[src/rtl/aq_sys_cnt_gen_if.sv]
// Load handshake bundle for the system counter generator.
// The master offers a load value, and the counter (slave) accepts it with ld_rdy.
interface aq_sys_cnt_gen_if #(
    parameter int CNT_W = 64
);
    logic             ld_vld;
    logic [CNT_W-1:0] ld_data;
    logic             ld_rdy;

    modport master (output ld_vld, output ld_data, input ld_rdy);
    modport slave  (input ld_vld, input ld_data, output ld_rdy);
endinterface

[src/rtl/aq_sys_cnt_gen.sv]
// System counter generator: prescaled 64-bit up-counter with debug freeze,
// handshaked software load and a registered snapshot published on axim_clk_en.
module aq_sys_cnt_gen #(
    parameter int DIV_W = 8,
    parameter int CNT_W = 64
) (
    input  logic                  forever_cpuclk,
    input  logic                  cpurst,
    input  logic                  axim_clk_en,
    input  logic                  cnt_en,
    input  logic                  dbg_halt,
    input  logic [DIV_W-1:0]      cfg_div,
    aq_sys_cnt_gen_if.slave       ld,
    output logic [CNT_W-1:0]      pad_cpu_sys_cnt,
    output logic                  sys_cnt_wrap
);

    typedef enum logic [1:0] {
        ST_IDLE = 2'd0,
        ST_RUN  = 2'd1,
        ST_HALT = 2'd2
    } state_e;

    state_e             st_q, st_d;
    logic [DIV_W-1:0]   pre_q, pre_d;
    logic [CNT_W-1:0]   cnt_q, cnt_d;
    logic [CNT_W-1:0]   pub_q, pub_d;
    logic               wrap_q, wrap_d;
    logic               rdy_q, rdy_d;
    logic               xfer;
    logic               tick;

    assign xfer = ld.ld_vld & rdy_q;
    // >= rather than == so lowering cfg_div below the running prescale ticks at once.
    assign tick = (st_q == ST_RUN) && (pre_q >= cfg_div);

    // NOTE: every variable gets a default at the top so no path leaves it unassigned (no latch).
    always_comb begin
        st_d   = ST_IDLE;
        pre_d  = pre_q;
        cnt_d  = cnt_q;
        wrap_d = 1'b0;
        rdy_d  = 1'b1;
        pub_d  = axim_clk_en ? cnt_q : pub_q;

        if (dbg_halt) begin
            st_d = ST_HALT;
        end else if (cnt_en) begin
            st_d = ST_RUN;
        end

        if (xfer) begin
            // A load wins over a coincident tick and never signals a wrap.
            cnt_d = ld.ld_data;
            pre_d = '0;
            rdy_d = 1'b0;
        end else begin
            unique case (st_q)
                ST_IDLE: pre_d = '0;
                ST_RUN: begin
                    if (tick) begin
                        pre_d  = '0;
                        cnt_d  = cnt_q + CNT_W'(1);
                        wrap_d = &cnt_q;
                    end else begin
                        pre_d = pre_q + DIV_W'(1);
                    end
                end
                ST_HALT: pre_d = pre_q;
                default: pre_d = '0;
            endcase
        end
    end

    // NOTE: state flops use non-blocking assignments so all registers update together at the edge.
    always_ff @(posedge forever_cpuclk or posedge cpurst) begin
        if (cpurst) begin
            st_q   <= ST_IDLE;
            pre_q  <= '0;
            cnt_q  <= '0;
            pub_q  <= '0;
            wrap_q <= 1'b0;
            rdy_q  <= 1'b1;
        end else begin
            st_q   <= st_d;
            pre_q  <= pre_d;
            cnt_q  <= cnt_d;
            pub_q  <= pub_d;
            wrap_q <= wrap_d;
            rdy_q  <= rdy_d;
        end
    end

    assign pad_cpu_sys_cnt = pub_q;
    assign sys_cnt_wrap    = wrap_q;
    assign ld.ld_rdy       = rdy_q;

endmodule
[src/flat_wrapper.sv]
// flat-port wrapper written by rule: the top's interface ports become plain ports
module aq_sys_cnt_gen_flat 
#(
    parameter int DIV_W = 8,
    parameter int CNT_W = 64
)
  (forever_cpuclk, cpurst, axim_clk_en, cnt_en, dbg_halt, cfg_div, pad_cpu_sys_cnt, sys_cnt_wrap, ld_ld_vld, ld_ld_data, ld_ld_rdy);
  aq_sys_cnt_gen_if #(.CNT_W(CNT_W)) ld_i ();
  input  logic forever_cpuclk;
  input  logic cpurst;
  input  logic axim_clk_en;
  input  logic cnt_en;
  input  logic dbg_halt;
  input  logic [DIV_W-1:0] cfg_div;
  output logic [CNT_W-1:0] pad_cpu_sys_cnt;
  output logic sys_cnt_wrap;
  input wire logic [$bits(ld_i.ld_vld)-1:0] ld_ld_vld;
  input wire logic [$bits(ld_i.ld_data)-1:0] ld_ld_data;
  output wire logic [$bits(ld_i.ld_rdy)-1:0] ld_ld_rdy;
  assign ld_i.ld_vld = ld_ld_vld;
  assign ld_i.ld_data = ld_ld_data;
  assign ld_ld_rdy = ld_i.ld_rdy;
  aq_sys_cnt_gen #(.DIV_W(DIV_W), .CNT_W(CNT_W)) u_core (.forever_cpuclk(forever_cpuclk), .cpurst(cpurst), .axim_clk_en(axim_clk_en), .cnt_en(cnt_en), .dbg_halt(dbg_halt), .cfg_div(cfg_div), .ld(ld_i), .pad_cpu_sys_cnt(pad_cpu_sys_cnt), .sys_cnt_wrap(sys_cnt_wrap));
endmodule
[config.mk]
export PLATFORM = sky130hd
export DESIGN_NAME = aq_sys_cnt_gen_flat
export DESIGN_NICKNAME = d
export VERILOG_FILES = /design/src/rtl/aq_sys_cnt_gen_if.sv /design/src/rtl/aq_sys_cnt_gen.sv /design/src/flat_wrapper.sv
export SDC_FILE = /design/constraint.sdc
export NUM_CORES = 1
export LEC_CHECK = 0
export CAP_MARGIN = 20
export CORE_ASPECT_RATIO = 1.5
export CORE_MARGIN = 4
export CORE_UTILIZATION = 47
export DETAILED_ROUTE_END_ITERATION = 10
export PLACE_DENSITY = 0.88
export SETUP_SLACK_MARGIN = 0.3
export SLEW_MARGIN = 10
export SYNTH_ARGS = -nofsm -noshare
export SYNTH_HDL_FRONTEND = slang
export SYNTH_SLANG_ARGS = --single-unit
[constraint.sdc]
create_clock -name forever_cpuclk -period 4.7 [get_ports forever_cpuclk]
set_clock_uncertainty 0.05 [all_clocks]
set_input_delay 0.94 -clock forever_cpuclk [delete_from_list [all_inputs] [get_ports forever_cpuclk]]
set_output_delay 0.94 -clock forever_cpuclk [all_outputs]
set_load 0.05 [all_outputs]
==> summary.txt <==
Outcome
  – Run status: finished clean

Synth
  – Post-synth top area share: 0.497
  – Sequential-to-total area share from yosys stat: 0.501
  – Synth area leaders: dfrtp_1 (50%), mux2_2 (10%), xnor2_1 (6.4%)
  – Flops & latches, synth: 140
  – Ys async rst share: 1.00
  – Most common cell in the synthesized netlist: dfrtp_1
  – Yosys top cell by area: dfrtp_1
  – Syn nets: 772
  – Synthesized instance count: 684
  – Ys flop type: dfrtp_1
  – Synth cell count leaders: dfrtp_1 (139), nand2_1 (76), mux2_2 (64), xnor2_1 (51), o21ai_0 (49)
  – Mapped Area: 0.00699 mm²
  – YS warnings: 0
  – Netlist cell types: 47
  – Syn avg cell area: 10.2 µm²
  – EDFF count, synth: 0

Drt
  – Routed wire length: 18600 µm
  – Drt drc: 0
  – Vias per cell: 5.62
  – DR pass1 iterations: 6
  – Final ANT Viol Nets: 0
  – Avg WL per Cell: 18.0 µm
  – Iter 0 DRT Violations: 287
  – Detailed-route via count: 5778

Critical path
  – WP data arrival: 3.76 ns
  – Critical path required time: 4.95 ns
  – Reg-to-reg setup timing slack: 1.64 ns
  – Critical Path Source: cfg_div[0]
  – CP Launch Type: input pin
  – Critical path, cell by cell: clkdlybuf4s50_1 > ha_1 > nand2b_1 > a2111o_1 > a31oi_4 > buf_4 > nor3_1 > mux2i_1 > a211o_1
  – Top delay family on crit path: compound AO/OA/AOI/OAI gates
  – Critical Path End Type: flip-flop
  – Maximum fanout along the worst path: 24
  – CP max stage delay: 0.59 ns
  – Worst flop-to-flop path startpoint: u_core.pre_q[0]$_DFFE_PP0P_
  – Crit path max-delay cell type: a31oi_4
  – Crit Path Class: input pin to flip-flop
  – CP Buf/Inv Count: 2

GRT
  – Number of global-route vias before repair: 5855
  – Largest net degree at the start of global routing: 62
  – First-pass GRT wire length: 30000 µm
  – Gr ovfl total: 0
  – Initial antenna violation count: 0
  – Total GRT Usage: 0.227

Clock network
  – Post-CTS sizing: 0
  – CTS H-tree lvls: 4
  – Total clock sinks: 140
  – Clock Tree Root: clkbuf_16
  – Post-CTS setup buffers: 0
  – Hold bufs inserted after CTS: 0
  – Clk buf depth: 2
  – Total CTS buffers: 17
  – CTS tree: done
  – Clock Latency Late Sink: 0.42 ns
  – Clock transition at path regs: 0.06 ns

Finish
  – Net count reported at finish: 908
  – Area delta synth->final: 31.9%
  – Layout fillers: 1164
  – Share of cells above drive strength 1: 0.143
  – Antenna cells: 0

Pwr
  – Power Internal: 2.63 mW
  – Design Power: 3.88 mW
  – Worst VDD drop: 0.245 mV
  – Switching power: 1.25 mW
  – Sequential share of power: 0.399
  – Net Sw Frac: 0.322
  – Power density cells: 421 mW/mm²
  – Share of total power in the clock network: 0.350
  – P_leak: 3.54 nW
  – Logic pwr share: 0.251

Timing
  – Slew HR: 0.383
  – Final period util: 0.746
  – Setup_tns: 0 ns
  – Min Tclk post-route: 3.51 ns
  – Count of final max-slew check failures: 0
  – RSZ-0062 raised after global routing: false
  – Final hold vios: 0
  – Worst-Margin Slew: 0.924 ns
  – Final setup vio count: 0
  – Max Clk Rate: 285 MHz

Floorplanning
  – Die area: 0.0169 mm²
  – I/O pin total: 144
  – Chip height: 157 µm
  – Starting density of the core: 0.479
  – Core area: 0.0146 mm²
  – Rows: 54
  – Die Width: 108 µm

Worst hold path
  – Worst hold-check path type: flip-flop to flip-flop
  – Hold Crit Start: u_core.pad_cpu_sys_cnt[25]$_DFFE_PP0P_

Place
  – Port bufs: 143
  – Detailed placement HPWL: 13600 µm
  – Placer Congestion: 0.833

Run
  – Max cap viols: 0
-- power by group through the flow --
stage	registers, mW	logic (mW)	clock network (mW)
after floorplan	1.87	0.291	0
after global placement	1.56	0.962	0
after detailed placement	1.57	0.977	0
after CTS	1.55	0.983	1.37
after global routing	1.57	1.03	1.43
final	1.55	0.973	1.36
-- layer usage --
layer	part of all wire	vias up	GRT usage	wire length [µm]
li1	-	2701	-	-
met1	0.39	2827	0.276	7300
met2	0.53	203	0.387	9750
met3	0.042	47	0.0402	786
met4	0.039	0	0.112	729
met5	0	-	0	0
-- cell usage in the layout (no fill, tap or decap), types with 3 or more instances in the layout --
| cell | instances |
|---|---|
| and3_1 | 9 |
| nor2_1 | 47 |
| dfrtp_1 | 139 |
| xnor2_1 | 51 |
| and2_1 | 3 |
| nand2b_1 | 3 |
| inv_1 | 16 |
| a31oi_1 | 4 |
| nor4_1 | 24 |
| nand2_1 | 76 |
| o21ai_0 | 49 |
| nand4_1 | 30 |
| nor3_1 | 26 |
| nand3_1 | 23 |
| mux2_2 | 64 |
| or3_1 | 3 |
| a21oi_1 | 18 |
| clkbuf_1 | 6 |
| nor2b_1 | 4 |
| ha_1 | 10 |
| clkdlybuf4s50_1 | 142 |
| clkbuf_16 | 17 |
| bufinv_16 | 3 |
| xor2_1 | 15 |
| buf_4 | 8 |
| clkinv_2 | 3 |
-- through the flow --
stage                     setup slack [ns]   util  hold slack (ns)  std cells  area, µm²
final                                 1.19  0.632            0.452       1029       9220
after global routing                  1.02  0.632            0.466       1029       9220
after global placement               0.798  0.591            0.440        997       8630
after detailed placement             0.772  0.591            0.444        997       8630
after CTS                             1.20  0.632            0.458       1029       9220
after floorplan                       1.68      -            0.447        684       7000
-- final timing paths --
path | endpoint | cells after the start
worst min register to register | u_core.pad_cpu_sys_cnt[25]$_DFFE_PP0P_ | 1
worst min-delay path | u_core.pad_cpu_sys_cnt[25]$_DFFE_PP0P_ | 1
worst max register to register | u_core.cnt_q[15]$_DFFE_PP0P_ | 9
max in group asynchronous | u_core.cnt_q[10]$_DFFE_PP0P_ | 3
worst max-delay path | u_core.cnt_q[15]$_DFFE_PP0P_ | 9
min in group asynchronous | u_core.pad_cpu_sys_cnt[26]$_DFFE_PP0P_ | 2
-- sequential cells by signal, summed over array words and instances (netlist names) --
register and flops:
u_core.st_q 2, u_core.cnt_q 64, u_core.pre_q 8, u_core.pad_cpu_sys_cnt 64, u_core.ld.ld_rdy 1, u_core.sys_cnt_wrap 1
-- kinds of logic after synthesis --
family                   synth area share
buffers and inverters              0.0279
flip-flops                          0.501
adder cells (fa/ha/maj)            0.0179
XOR/XNOR                           0.0827
multiplexers                        0.105
AO/OA/AOI/OAI                      0.0610
AND/OR/NAND/NOR                     0.205
-- layout make-up --
| class | instances | area (µm²) | share of cell area |
|---|---|---|---|
| Inverter | 17 | 67.6 | 0.00733 |
| Timing Repair Buffer | 152 | 1510 | 0.163 |
| Multi-Input combinational cell | 492 | 3310 | 0.359 |
| Clock inverter | 7 | 113 | 0.0122 |
| Tap cell | 196 | 245 | 0.0266 |
| Sequential cell | 140 | 3500 | 0.380 |
| Clock buffer | 25 | 475 | 0.0516 |
(Power assumes the default switching activity.)
